$ cat src/rtl/joypad_pkg.sv
// joypad_pkg: shared constants for the joypad conditioning slice.
// Button indices match the ball_absolute direction inputs.
package joypad_pkg;

    localparam int N_BUTTONS = 4;

    localparam int BTN_UP    = 0;
    localparam int BTN_DOWN  = 1;
    localparam int BTN_LEFT  = 2;
    localparam int BTN_RIGHT = 3;

    // 10 ms at a 25 MHz pixel clock
    localparam int DEBOUNCE_CYCLES_DEFAULT = 250000;
    localparam int SYNC_STAGES_DEFAULT     = 2;

endpackage

$ cat src/rtl/debounce_bit.sv
// debounce_bit: synchronizer, debounce counter and rising-edge detect
// for one raw button input.
module debounce_bit
    import joypad_pkg::*;
#(
    parameter int DEBOUNCE_CYCLES = DEBOUNCE_CYCLES_DEFAULT,
    parameter int SYNC_STAGES     = SYNC_STAGES_DEFAULT
) (
    input  logic i_clk,
    input  logic i_rst_n,
    input  logic i_btn,
    output logic o_stable,
    output logic o_rise
);

    localparam int CW = $clog2(DEBOUNCE_CYCLES + 1);
    localparam logic [CW-1:0] CNT_MAX = CW'(DEBOUNCE_CYCLES - 1);

    logic [SYNC_STAGES-1:0] sync_q, sync_d;
    logic [CW-1:0]          cnt_q, cnt_d;
    logic                   stable_q, stable_d;
    logic                   stable_dly_q, stable_dly_d;
    logic                   sync;

    assign sync = sync_q[SYNC_STAGES-1];

    // Next state: shift the synchronizer, run the debounce counter.
    always_comb begin
        sync_d       = {sync_q[SYNC_STAGES-2:0], i_btn};
        stable_dly_d = stable_q;
        stable_d     = stable_q;
        cnt_d        = cnt_q;
        if (sync == stable_q) begin
            cnt_d = '0;
        end else if (cnt_q == CNT_MAX) begin
            stable_d = sync;
            cnt_d    = '0;
        end else begin
            cnt_d = cnt_q + 1'b1;
        end
    end

    // State registers; everything clears on reset.
    always_ff @(posedge i_clk or negedge i_rst_n) begin
        if (!i_rst_n) begin
            sync_q       <= '0;
            cnt_q        <= '0;
            stable_q     <= 1'b0;
            stable_dly_q <= 1'b0;
        end else begin
            sync_q       <= sync_d;
            cnt_q        <= cnt_d;
            stable_q     <= stable_d;
            stable_dly_q <= stable_dly_d;
        end
    end

    assign o_stable = stable_q;
    assign o_rise   = stable_q & ~stable_dly_q;

endmodule

$ cat src/rtl/joypad_conditioner.sv
// joypad_conditioner: debounces four buttons and publishes press pulses,
// frame-latched levels and per-frame press flags at each vsync rise.
module joypad_conditioner
    import joypad_pkg::*;
#(
    parameter int DEBOUNCE_CYCLES = DEBOUNCE_CYCLES_DEFAULT,
    parameter int SYNC_STAGES     = SYNC_STAGES_DEFAULT
) (
    input  logic                 i_clk,
    input  logic                 i_rst_n,
    input  logic [N_BUTTONS-1:0] i_btn,
    input  logic                 i_vsync,
    output logic [N_BUTTONS-1:0] o_held,
    output logic [N_BUTTONS-1:0] o_pressed,
    output logic [N_BUTTONS-1:0] o_frame_pressed,
    output logic                 o_frame_strobe
);

    logic [N_BUTTONS-1:0] stable, rise;
    logic                 vsync_edge;

    logic [N_BUTTONS-1:0] held_q, held_d;
    logic [N_BUTTONS-1:0] pressed_q, pressed_d;
    logic [N_BUTTONS-1:0] frame_pressed_q, frame_pressed_d;
    logic [N_BUTTONS-1:0] acc_q, acc_d;
    logic                 vsync_prev_q, vsync_prev_d;
    logic                 strobe_q, strobe_d;

    for (genvar k = 0; k < N_BUTTONS; k++) begin : g_btn
        debounce_bit #(
            .DEBOUNCE_CYCLES(DEBOUNCE_CYCLES),
            .SYNC_STAGES    (SYNC_STAGES)
        ) u_db (
            .i_clk   (i_clk),
            .i_rst_n (i_rst_n),
            .i_btn   (i_btn[k]),
            .o_stable(stable[k]),
            .o_rise  (rise[k])
        );
    end

    assign vsync_edge = i_vsync & ~vsync_prev_q;

    // Frame publish at vsync rise; a rise in that same cycle lands in
    // the published frame and is not carried forward.
    always_comb begin
        held_d          = held_q;
        frame_pressed_d = frame_pressed_q;
        acc_d           = acc_q | rise;
        pressed_d       = rise;
        vsync_prev_d    = i_vsync;
        strobe_d        = vsync_edge;
        if (vsync_edge) begin
            held_d          = stable;
            frame_pressed_d = acc_q | rise;
            acc_d           = '0;
        end
    end

    // Output and accumulator registers; vsync_prev starts high so a
    // vsync already high at release is not taken as an edge.
    always_ff @(posedge i_clk or negedge i_rst_n) begin
        if (!i_rst_n) begin
            held_q          <= '0;
            pressed_q       <= '0;
            frame_pressed_q <= '0;
            acc_q           <= '0;
            vsync_prev_q    <= 1'b1;
            strobe_q        <= 1'b0;
        end else begin
            held_q          <= held_d;
            pressed_q       <= pressed_d;
            frame_pressed_q <= frame_pressed_d;
            acc_q           <= acc_d;
            vsync_prev_q    <= vsync_prev_d;
            strobe_q        <= strobe_d;
        end
    end

    assign o_held          = held_q;
    assign o_pressed       = pressed_q;
    assign o_frame_pressed = frame_pressed_q;
    assign o_frame_strobe  = strobe_q;

endmodule

$ cat config.mk
export PLATFORM = sky130hd
export DESIGN_NAME = joypad_conditioner
export DESIGN_NICKNAME = d
export VERILOG_FILES = /design/src/rtl/joypad_pkg.sv /design/src/rtl/debounce_bit.sv /design/src/rtl/joypad_conditioner.sv
export SDC_FILE = /design/constraint.sdc
export NUM_CORES = 1
export LEC_CHECK = 0
export CORE_ASPECT_RATIO = 1.4
export CORE_MARGIN = 3
export CORE_UTILIZATION = 55
export DETAILED_ROUTE_END_ITERATION = 10
export PLACE_DENSITY = 0.85
export SETUP_SLACK_MARGIN = 0.2
export SYNTH_ARGS = -nofsm -noshare
export SYNTH_HDL_FRONTEND = slang
export SYNTH_HIERARCHICAL = 1
export SYNTH_SLANG_ARGS = --single-unit
$ cat constraint.sdc
create_clock -name i_clk -period 2.9 [get_ports i_clk]
set_input_delay 0.58 -clock i_clk [delete_from_list [all_inputs] [get_ports i_clk]]
set_output_delay 0.58 -clock i_clk [all_outputs]
set_load 0.02 [all_outputs]
==> results of run 1 <==
## cell usage after synthesis (all sizes together) (5+ instances only)
cell type	n	area share (%)
a21oi	24	2.5
and3	8	1.0
and4	16	3.0
buf	5	1.2
dfrtp	105	54
inv	8	0.62
mux2	8	1.9
nand2	32	2.5
nand3	32	3.3
nand4	8	1.0
nor2	60	4.6
nor2b	5	0.80
nor4	8	1.0
o21ai	8	0.82
o31ai	16	2.5
or3	8	1.0
or4	16	2.5
xnor2	8	1.4
xor2	36	6.5
## how the worst max path moves through the flow
stage                            start                      to  slack [ns]  cells after the start
6_report        g_btn[3].u_db/cnt_q[5]  g_btn[3].u_db/cnt_q[9]        0.73                      4
4_1_cts         g_btn[3].u_db/cnt_q[5]  g_btn[3].u_db/cnt_q[9]        0.71                      4
3_5_place_dp    g_btn[1].u_db/cnt_q[8]  g_btn[1].u_db/cnt_q[4]        0.80                      4
2_1_floorplan  g_btn[0].u_db/cnt_q[10]  g_btn[0].u_db/cnt_q[6]        1.22                      5
3_3_place_gp   g_btn[2].u_db/cnt_q[10]  g_btn[2].u_db/cnt_q[4]        0.89                      4
5_1_grt         g_btn[3].u_db/cnt_q[5]  g_btn[3].u_db/cnt_q[6]        0.49                      4
## through the flow
| step | cells | hold WS [ns] |
|---|---|---|
| floorplan | 440 | 0.284 |
| global placement | 554 | 0.332 |
| detailed placement | 554 | 0.340 |
| CTS | 570 | 0.317 |
| global route | 570 | 0.330 |
| finish | 570 | 0.268 |
## report_power, final
part	internal, mW	leakage, nW	switching (mW)	total [mW]
Combinational	0.0335	0.756	0.0624	0.0959
Clock	0.681	0.145	0.559	1.24
Sequential	1.50	1.45	0.0170	1.52
## routing by layer
| layer | global-route usage, % | vias to the layer above | share of wire (%) |
|---|---|---|---|
| li1 | - | 1626 | - |
| met1 | 24.0 | 1724 | 44 |
| met2 | 34.0 | 84 | 51 |
| met3 | 5.11 | 9 | 3.6 |
| met4 | 8.03 | 0 | 1.6 |
| met5 | 0 | - | 0 |
## cell families (layout without fill, tap and decap cells)
group / after synthesis / after routing / synth area share [%]
mux: 12 / 12 / 2.76
compound gates: 52 / 52 / 8.04
flops: 106 / 106 / 54.6
simple gates: 205 / 205 / 23.2
fa+ha+maj: 4 / 4 / 1.03
xor+xnor: 44 / 44 / 7.93
buf+inv: 17 / 45 / 2.47
## worst register-to-register path: stages (launching register included)
cell and delay [ns]:
dfrtp_1 0.46, nor4b_2 0.33, nand2_1 0.17, o41ai_4 0.92, nor2_1 0.13
## final cells by class
type | count | share of cell area [%]
Clock inverter | 6 | 1.32
Inverter | 8 | 0.555
Sequential cell | 106 | 49.0
Tap cell | 102 | 2.36
Multi-Input combinational cell | 317 | 38.5
Clock buffer | 10 | 4.23
Timing Repair Buffer | 21 | 3.98
## state kept, by name, indices dropped and copies added (netlist names)
| name | count |
|---|---|
| acc_q | 4 |
| g_btn.u_db/cnt_q | 72 |
| g_btn.u_db/o_stable | 4 |
| g_btn.u_db/stable_dly_q | 4 |
| g_btn.u_db/sync_q | 8 |
| o_frame_pressed | 4 |
| o_frame_strobe | 1 |
| o_held | 4 |
| o_pressed | 4 |
| vsync_prev_q | 1 |
==> summary.txt, run 1 <==
Critical path
  • Worst EP arrival: 2.36 ns
  • Reg-to-reg endpoint: g_btn[3].u_db/cnt_q[9]
  • CP Max Fanout: 18
  • Critical path data required time: roughly 3 ns
  • CP top delay family: compound AO/OA/AOI/OAI gates
  • Startpoint types: flop
  • Critical-path cell list: nor4b_2 -> nand2_1 -> o41ai_4 -> nor2_1
  • Crit path max-delay cell type: o41ai_4
  • R2R Setup Slk: ~0.73 ns
  • Slowest stage delay, CP: around 0.9 ns
  • Reg2Reg Launch Point: g_btn[3].u_db/cnt_q[5]
  • Worst setup EP type: flop
  • Critical path class: reg2reg
  • Buf/Inv on CP: 0
  • Reg2Reg Depth: 4

Logic synthesis
  • Post-Syn Nets: 451
  • Post-synth cell types: 31
  • Post-Syn Instances: 440
  • Synth Flop Type: dfrtp_1
  • #FFs+latches synth: roughly 110
  • Number of synthesized flops with an enable pin: 0
  • Syn avg cell area: roughly 11 µm²
  • Cell area after synthesis: ~5000 µm²
  • FFs w/ async S/R, synth: 100%
  • Yosys warning count: 6
  • Seq/Total Area, Yosys: 54.6%

Clocking
  • Clock Tree Buf Depth: 2
  • Root Driver: clkbuf_16
  • Worst-path clk slew: 0.07 ns
  • Hold Buf Count CTS: 0
  • Worst skew pair latency: 0.35 ns
  • Inserted Clock Buffers: 9
  • CTS Sinks: around 110
  • Post-CTS Setup Inserts: 0
  • Post-cts repair resize count: 0
  • H-tree Lvls: 3
  • TritonCTS clock tree: built

Route
  • Routed Antenna Nets: 0
  • Routed vias: 3443
  • Drt pass-1 iters: 4
  • Post-DR wirelength/cell: about 16 µm
  • DRT iter0 DRCs: approximately 190
  • Final wirelength: 8870 µm
  • Drt drc: 0
  • Routed vias/inst: approximately 6

Place
  • DP HPWL: about 5700 µm
  • Post-place setup slack: around 0.8 ns
  • Port Buffer Count: 19
  • Placed Area: about 5100 µm²
  • GP Congestion: around 0.85

Cells and area
  • Layout net count: roughly 470
  • ANT cells: 0
  • Area occupied by multi-input gates: about 2100 µm²
  • Register Area: 2650 µm²
  • Final Core Density: about 64%
  • Filler cells: approximately 650
  • Commonest non-fill, non-tap cell in the layout: dfrtp_1
  • Finished Cell Area: 5410 µm²
  • Synthesis-to-finish area growth: 11.4%
  • Layout cell share with drive strength beyond 1: 8.55%
  • Commonest cells after routing, fill and taps aside: 105 x dfrtp_1, 60 x nor2_1, 36 x xor2_1, 32 x nand2_1, 32 x nand3_1

Timing
  • Final worst setup slack: 0.731 ns
  • RSZ-0062 raised after global routing: no
  • Post-Route Setup TNS: 0 ns
  • Tmin final: roughly 2.2 ns
  • Fin crit share: between 70% and 80%
  • Relative slew slack: a little over a third
  • Hold violation count in the final report: 0
  • Pins Over Slew Limit: 0
  • Worst Max-Slew Pin Slew: between 0.9 and 1 ns
  • Final Setup Violations: 0
  • Worst clock skew: a little over 0.008 ns
  • Fmax: approximately 0.46 GHz

Global routing
  • Vias in the first global route: roughly 3.5k
  • Initial antenna violation count: 0
  • GRT Residual Overflow: 0
  • Largest net degree at the start of global routing: 107
  • Total track usage: 19.8%
  • First-pass GRT wire length: between 15000 and 20000 µm

Power and ir drop
  • Power Dens Cells: approximately 530 nW/µm²
  • Peak VDD IR: 0.000427 V
  • Pleak: about 2.3 nW
  • Overall power: 2.85 mW

Status
  • Status: finished clean

Hold path
  • Min-Delay Path Class: in2async

Flow run
  • Max-Cap Viols: 0

Floorplanning
  • Die Y-Extent: about 120 µm
  • Horiz. Die Dim: around 85 µm
  • # IOs: 20
  • CORE AREA: 8390 µm²
  • Die area: approximately 10000 µm²
  • Num rows: 39
  • Initial core utilization: 57.9%
Note: power is estimated with default switching activity, not from simulation.
==> run 2, diff against run 1 <==
--- a/config.mk
+++ b/config.mk
@@ -7,9 +7,9 @@
 export LEC_CHECK = 0
 export CORE_ASPECT_RATIO = 1.4
 export CORE_MARGIN = 3
-export CORE_UTILIZATION = 55
+export CORE_UTILIZATION = 54
 export DETAILED_ROUTE_END_ITERATION = 10
-export PLACE_DENSITY = 0.85
+export PLACE_DENSITY = 0.87
 export SETUP_SLACK_MARGIN = 0.2
 export SYNTH_ARGS = -nofsm -noshare
 export SYNTH_HDL_FRONTEND = slang
==> constraint.sdc (replaced) <==
create_clock -name i_clk -period 1.9 [get_ports i_clk]
set_input_delay 0.38 -clock i_clk [delete_from_list [all_inputs] [get_ports i_clk]]
set_output_delay 0.38 -clock i_clk [all_outputs]
set_load 0.02 [all_outputs]
==> run 2 against run 1 <==
Register-to-register slack got worse by 0.53 ns. Final area rose by 8.0%. Critical path depth rose by 2. Largest cell class unchanged. Largest power group unchanged. Clock skew rose by 0.0014 ns. Maximum frequency rose by 27%. Critical path type unchanged. Via count rose by 4.8%. Sequential cell count did not move.
==> summary.txt, run 2 (synthesis gave the netlist of run 1 again) <==
Critical path
  • Critical-path cell list: nor4_2 -> nand2_1 -> buf_6 -> o41ai_4 -> buf_4 -> nor2_1 (was nor4b_2 -> nand2_1 -> o41ai_4 -> nor2_1)
  • Crit path max-delay cell type: dfrtp_2 (was o41ai_4)
  • CP Launch Point: g_btn[3].u_db/cnt_q[8] (was g_btn[3].u_db/cnt_q[5])
  • Worst setup EP type: flop (unchanged)
  • WP depth: 6 (was 4)
  • Critical path data required time: 2.13 ns (was 3.09 ns)
  • Slowest stage delay, CP: 0.44 ns (was 0.92 ns)
  • Startpoint types: flop (unchanged)
  • Critical path class: reg2reg (unchanged)
  • Buf/Inv on CP: 2 (was 0)
  • Reg2Reg Depth: 6 (was 4)
  • CP Max Fanout: 5 (was 18)
  • Reg2Reg Launch Point: g_btn[3].u_db/cnt_q[8] (was g_btn[3].u_db/cnt_q[5])
  • CP top delay family: flip-flops (was compound AO/OA/AOI/OAI gates)
  • Worst EP arrival: 1.94 ns (was 2.36 ns)

Hold path
  • Hold_sp: g_btn[1].u_db/sync_q[0]
  • Min-Delay Path Class: reg2reg (was in2async)
  • Worst hold path depth: 0

Place
  • GP Congestion: 0.889 (was 0.853)
  • Port Buffer Count: 19 (unchanged)
  • DP HPWL: 6180 µm (was 5750 µm)
  • DP Cell Count: 569 (was 554)

Cells and area
  • Filler cells: 590 (was 646)
  • Non-Filler Instances: 600 (was 570)
  • Regs by FF count: g_btn.u_db/cnt_q: 72 flops, g_btn.u_db/sync_q: 8 flops (unchanged)
  • Layout cell share with drive strength beyond 1: 23.0% (was 8.55%)
  • Synthesis-to-finish area growth: 20.3% (was 11.4%)
  • Top reg by flops: g_btn.u_db/cnt_q (unchanged)
  • Register Area: 2670 µm² (was 2650 µm²)
  • ANT cells: 0 (unchanged)
  • Final Core Density: 67.5% (was 64.5%)
  • Commonest non-fill, non-tap cell in the layout: dfrtp_1 (unchanged)
  • Largest register FFs: 72 (unchanged)
  • Layout net count: 502 (was 474)
  • Commonest cells after routing, fill and taps aside: 93 x dfrtp_1, 57 x nor2_1, 36 x xor2_1, 28 x nand2_1, 28 x nand3_1 (was 105 x dfrtp_1, 60 x nor2_1, 36 x xor2_1, 32 x nand2_1, 32 x nand3_1)
  • Area occupied by multi-input gates: 2270 µm² (was 2080 µm²)

Timing
  • Tmin final: 1.70 ns (was 2.17 ns)
  • Final Setup Violations: 0 (unchanged)
  • Fmax: 0.588 GHz (was 0.461 GHz)
  • Hold violation count in the final report: 0 (unchanged)
  • Hold Slack: 0.351 ns (was 0.268 ns)
  • Post-Route Setup TNS: 0 ns (unchanged)
  • Worst Max-Slew Pin Slew: 0.402 ns (was 0.947 ns)
  • Worst clock skew: 0.00948 ns (was 0.00812 ns)
  • Fin crit share: 89.6% (was 74.8%)
  • Relative slew slack: 73.1% (was 36.7%)
  • RSZ-0062 raised after global routing: yes (was no)
  • Pins Over Slew Limit: 0 (unchanged)

Clocking
  • Worst-path clk slew: 0.06 ns (was 0.07 ns)
  • Root Driver: clkbuf_16 (unchanged)
  • Clock Tree Buf Depth: 2 (unchanged)
  • H-tree Lvls: 3 (unchanged)
  • Worst skew pair latency: 0.35 ns (about the same)
  • TritonCTS clock tree: built (unchanged)
  • CTS Sinks: 106 (unchanged)
  • Inserted Clock Buffers: 9 (unchanged)

Power and ir drop
  • Peak VDD IR: 0.000569 V (was 0.000427 V)
  • Power Dens Cells: 743 nW/µm² (was 527 nW/µm²)
  • Pleak: 2.61 nW (was 2.35 nW)

Route
  • Routed vias: 3607 (was 3443)
  • Drt drc: 0 (unchanged)
  • Wire length on met3: 320 µm (was 315 µm)
  • Metal-1 WL: 4190 µm (was 3870 µm)
  • Routed vias/inst: 6.01 (was 6.04)
  • Post-DR wirelength/cell: 16.8 µm (was 15.6 µm)
  • Top Layer Used: met4 (unchanged)
  • Final wirelength: 10100 µm (was 8870 µm)
  • DRT iter0 DRCs: 217 (was 191)
  • Routed Antenna Nets: 0 (unchanged)
  • Drt pass-1 iters: 4 (unchanged)
  • Met2 wire length: 5300 µm (was 4540 µm)

Floorplanning
  • Num rows: 40 (was 39)
  • Horiz. Die Dim: 86.2 µm (was 85.4 µm)
  • Initial core utilization: 56.1% (was 57.9%)
  • # IOs: 20 (unchanged)
  • CORE AREA: 8660 µm² (was 8390 µm²)
  • Die area: 10200 µm² (was 10000 µm²)
  • Die Y-Extent: 118 µm (was 117 µm)

Flow run
  • Max-Cap Viols: 0 (unchanged)

Global routing
  • Initial antenna violation count: 0 (unchanged)
  • GRT Residual Overflow: 0 (unchanged)
  • Vias in the first global route: 3470 (was 3502)
  • First-pass GRT wire length: 16000 µm (was 15800 µm)
  • Largest net degree at the start of global routing: 54 (was 107)
  • Total track usage: 19.6% (was 19.8%)

Status
  • Status: finished clean (unchanged)
-- run 2: cell types whose count changed in the layout (fill, tap and decap cells not counted), moves of 9 or more --
cell             previous run  this run
buf_4                       2        21
dfrtp_1                   105        93
dfrtp_2                     0        12
clkdlybuf4s50_1            18         9
-- run 2: report_power, final --
| part | switching (mW) | leakage [nW] | total [mW] | internal [mW] |
|---|---|---|---|---|
| Sequential | 0.0286 | 1.43 | 2.32 | 2.29 |
| Clock | 0.801 | 0.140 | 1.82 | 1.02 |
| Combinational | 0.115 | 1.04 | 0.205 | 0.0902 |
-- run 2: what timing repair did --
item / in CTS / in global routing
hold buffers: 1 / 0
gates resized for setup: 18 / 61
endpoints found under the hold margin: 17 / 0
setup endpoints to repair: 43 / 81
setup buffers: 2 / 10
cloned: 0 / 3
pin swaps: 4 / 15
-- run 2: area by class of cell --
type / count / share of cell area, %
well taps: 105 / 2.25
flip-flops and latches: 106 / 45.6
repair buffers: 49 / 7.96
inverters: 8 / 0.514
clock buffers: 11 / 3.98
clock inverters: 4 / 0.899
multi-input cells: 317 / 38.8
-- run 2: metal layers --
metal | vias up | global-route usage, %
li1 | 1681 | -
met1 | 1821 | 24.5
met2 | 83 | 32.0
met3 | 22 | 4.04
met4 | 0 | 9.70
met5 | - | 0
-- run 2: path summary, 6_finish.rpt --
kind	end	slack (ns)
max	g_btn[3].u_db/cnt_q[12]	0.20
min in group asynchronous	g_btn[2].u_db/cnt_q[16]	0.44
min	g_btn[1].u_db/sync_q[1]	0.35
max in group asynchronous	vsync_prev_q	0.83
max reg2reg	g_btn[3].u_db/cnt_q[12]	0.20
min reg2reg	g_btn[1].u_db/sync_q[1]	0.35
-- run 2: through the flow --
stage	setup slack [ns]	area, µm²	power, mW
2_1_floorplan	0.220	4860	2.43
3_3_place_gp	0.236	5200	2.51
3_5_place_dp	0.141	5200	2.52
4_1_cts	0.185	5560	4.34
5_1_grt	0.119	5850	4.48
6_report	0.198	5850	4.34
-- run 2: worst register-to-register path, cell delays in order, from the launching register on --
cell,delay [ns]
dfrtp_2,0.44
nor4_2,0.27
nand2_1,0.13
buf_6,0.14
o41ai_4,0.34
buf_4,0.23
nor2_1,0.04
==> run 3, diff against run 2 <==
--- a/config.mk
+++ b/config.mk
@@ -6,9 +6,10 @@
 export NUM_CORES = 1
 export LEC_CHECK = 0
 export CORE_ASPECT_RATIO = 1.4
-export CORE_MARGIN = 3
+export CORE_MARGIN = 1
 export CORE_UTILIZATION = 54
 export DETAILED_ROUTE_END_ITERATION = 10
+export GPL_ROUTABILITY_DRIVEN = 1
 export PLACE_DENSITY = 0.87
 export SETUP_SLACK_MARGIN = 0.2
 export SYNTH_ARGS = -nofsm -noshare
==> run 3 against run 2 <==
Sequential power hardly changed. Utilization is 0.84 points higher. Power is 2.7% higher. Highest routed layer unchanged.
==> summary.txt, run 3 (synthesis gave the netlist of run 1 again) <==
Status
  • Status: finished clean (unchanged)

Critical path
  • Startpoint types: flop (unchanged)
  • Crit path max-delay cell type: dfrtp_1 (was dfrtp_2)
  • Reg2Reg Launch Point: g_btn[0].u_db/cnt_q[8] (was g_btn[3].u_db/cnt_q[8])
  • Critical-path cell list: nor4_2 -> nand2_1 -> buf_4 -> o41ai_4 -> buf_4 -> nor2_1 (was nor4_2 -> nand2_1 -> buf_6 -> o41ai_4 -> buf_4 -> nor2_1)
  • CP Max Fanout: 7 (was 5)
  • CP top delay family: simple AND/OR/NAND/NOR gates (was flip-flops)
  • Reg2Reg Depth: 6 (unchanged)
  • Critical path class: reg2reg (unchanged)
  • R2R Setup Slk: 0.06 ns (was 0.20 ns)
  • Worst EP arrival: 2.07 ns (was 1.94 ns)
  • Buf/Inv on CP: 2 (unchanged)
  • WP depth: 6 (unchanged)
  • CP most frequent cell: buf_4
  • Worst setup EP type: flop (unchanged)
  • Reg-to-reg endpoint: g_btn[0].u_db/cnt_q[12] (was g_btn[3].u_db/cnt_q[12])
  • Critical path data required time: 2.13 ns (about the same)
  • Slowest stage delay, CP: 0.44 ns (about the same)

Timing
  • Relative slew slack: 68.3% (was 73.1%)
  • Worst clock skew: 0.00818 ns (was 0.00948 ns)
  • Worst Max-Slew Pin Slew: 0.476 ns (was 0.402 ns)
  • Hold violation count in the final report: 0 (unchanged)
  • Fin crit share: 96.6% (was 89.6%)
  • RSZ-0062 raised after global routing: yes (unchanged)
  • Post-Route Setup TNS: 0 ns (unchanged)
  • Final Setup Violations: 0 (unchanged)
  • Final worst setup slack: 0.0642 ns (was 0.198 ns)
  • Pins Over Slew Limit: 0 (unchanged)
  • Tmin final: 1.84 ns (was 1.70 ns)
  • Fmax: 0.545 GHz (was 0.588 GHz)

Global routing
  • Total track usage: 22.6% (was 19.6%)
  • Initial antenna violation count: 0 (unchanged)
  • First-pass GRT wire length: 16000 µm (about the same)
  • Largest net degree at the start of global routing: 41 (was 54)
  • Vias in the first global route: 3556 (was 3470)
  • GRT Residual Overflow: 0 (unchanged)

Hold path
  • Hold_sp: g_btn[1].u_db/sync_q[0] (unchanged)
  • Worst hold path depth: 0 (unchanged)
  • End point of the worst hold path: g_btn[1].u_db/sync_q[1] (unchanged)
  • Min-Delay Path Class: reg2reg (unchanged)

Place
  • GP Congestion: 0.871 (was 0.889)
  • Post-place setup slack: 0.146 ns (was 0.141 ns)
  • Port Buffer Count: 19 (unchanged)
  • DP HPWL: 6290 µm (was 6180 µm)

Floorplanning
  • CORE AREA: 8660 µm² (unchanged)
  • Horiz. Die Dim: 82.2 µm (was 86.2 µm)
  • Num rows: 40 (unchanged)
  • Die area: 9390 µm² (was 10200 µm²)
  • Die Y-Extent: 114 µm (was 118 µm)
  • Initial core utilization: 56.1% (unchanged)
  • # IOs: 20 (unchanged)

Cells and area
  • Regs by FF count: g_btn.u_db/cnt_q: 72 flops, g_btn.u_db/sync_q: 8 flops (unchanged)
  • Layout net count: 506 (was 502)
  • Commonest cells after routing, fill and taps aside: 93 x dfrtp_1, 60 x nor2_1, 36 x xor2_1, 29 x nand2_1 (was 93 x dfrtp_1, 57 x nor2_1, 36 x xor2_1, 28 x nand2_1, 28 x nand3_1)
  • Filler cells: 570 (was 590)
  • Layout cell share with drive strength beyond 1: 23.4% (was 23.0%)
  • Top reg by flops: g_btn.u_db/cnt_q (unchanged)
  • Commonest non-fill, non-tap cell in the layout: dfrtp_1 (unchanged)
  • ANT cells: 0 (unchanged)
  • Largest register FFs: 72 (unchanged)
  • Synthesis-to-finish area growth: 21.8% (was 20.3%)

Power and ir drop
  • Peak VDD IR: 0.000585 V (was 0.000569 V)
  • Power Dens Cells: 754 nW/µm² (was 743 nW/µm²)
  • Pleak: 2.65 nW (was 2.61 nW)

Route
  • Routed vias: 3642 (was 3607)
  • Drt drc: 0 (unchanged)
  • DRT iter0 DRCs: 197 (was 217)
  • Final wirelength: 10600 µm (was 10100 µm)
  • Post-DR wirelength/cell: 17.6 µm (was 16.8 µm)
  • Routed Antenna Nets: 0 (unchanged)
  • Drt pass-1 iters: 5 (was 4)
  • Routed vias/inst: 6.02 (was 6.01)

Clocking
  • Worst-path clk slew: 0.08 ns (was 0.06 ns)
  • Worst skew pair latency: 0.35 ns (about the same)
  • CTS Sinks: 106 (unchanged)
  • Inserted Clock Buffers: 9 (unchanged)
  • TritonCTS clock tree: built (unchanged)
  • Root Driver: clkbuf_16 (unchanged)
  • Clock Tree Buf Depth: 2 (unchanged)
  • H-tree Lvls: 3 (unchanged)

Flow run
  • Max-Cap Viols: 0 (unchanged)
run 3: metal layers:
metal,up-vias,wire (µm),GRT usage (%),part of all wire [%]
met3,25,313,3.35,2.9
met1,1839,4400,28.2,41
met2,89,5560,36.4,52
met4,0,362,13.8,3.4
li1,1689,-,-,-
met5,-,0,0,0
run 3: cell type report:
type                       instances  area [µm²]  area share (%)
clock inverter                     5        67.6            1.14
timing repair buffer              53         495            8.37
multi-input combinational        317        2280            38.6
tap                              105         131            2.22
sequential                       106        2670            45.1
inverter                           8        30.0           0.507
clock buffer                      11         243            4.10
run 3: worst max-delay path by stage:
stage | to | start | slack [ns]
2_1_floorplan | g_btn[0].u_db/cnt_q[6] | g_btn[0].u_db/cnt_q[10] | 0.22
3_3_place_gp | o_held[3] | i_vsync | 0.22
3_5_place_dp | g_btn[2].u_db/cnt_q[16] | g_btn[2].u_db/cnt_q[0] | 0.15
4_1_cts | g_btn[3].u_db/cnt_q[16] | g_btn[3].u_db/cnt_q[1] | 0.17
5_1_grt | g_btn[0].u_db/o_stable | g_btn[0].u_db/cnt_q[8] | 0.02
6_report | g_btn[0].u_db/cnt_q[12] | g_btn[0].u_db/cnt_q[8] | 0.06
run 3: power by group:
group	switching, mW	total [mW]	internal [mW]
Sequential	0.0311	2.32	2.29
Combinational	0.109	0.194	0.0849
Clock	0.867	1.95	1.08
run 3: timing repair:
item,4_1_cts,5_1_grt
pin swaps,3,11
gates cloned,0,1
endpoints found under the setup margin,47,65
gates resized for setup,23,49
hold endpoints to repair,10,0
hold buffers,1,0
setup buffers,4,14
run 3: stage by stage:
stage / power [mW] / hold WS [ns] / std cells / area, µm² / utilization, %
finish: 4.46 / 0.349 / 605 / 5920 / 68.4
global route: 4.61 / 0.358 / 605 / 5920 / 68.4
CTS: 4.46 / 0.351 / 590 / 5610 / 64.8
detailed placement: 2.52 / 0.335 / 569 / 5220 / 60.3
global placement: 2.51 / 0.333 / 569 / 5220 / 60.3
floorplan: 2.43 / 0.0844 / 440 / 4860 / -
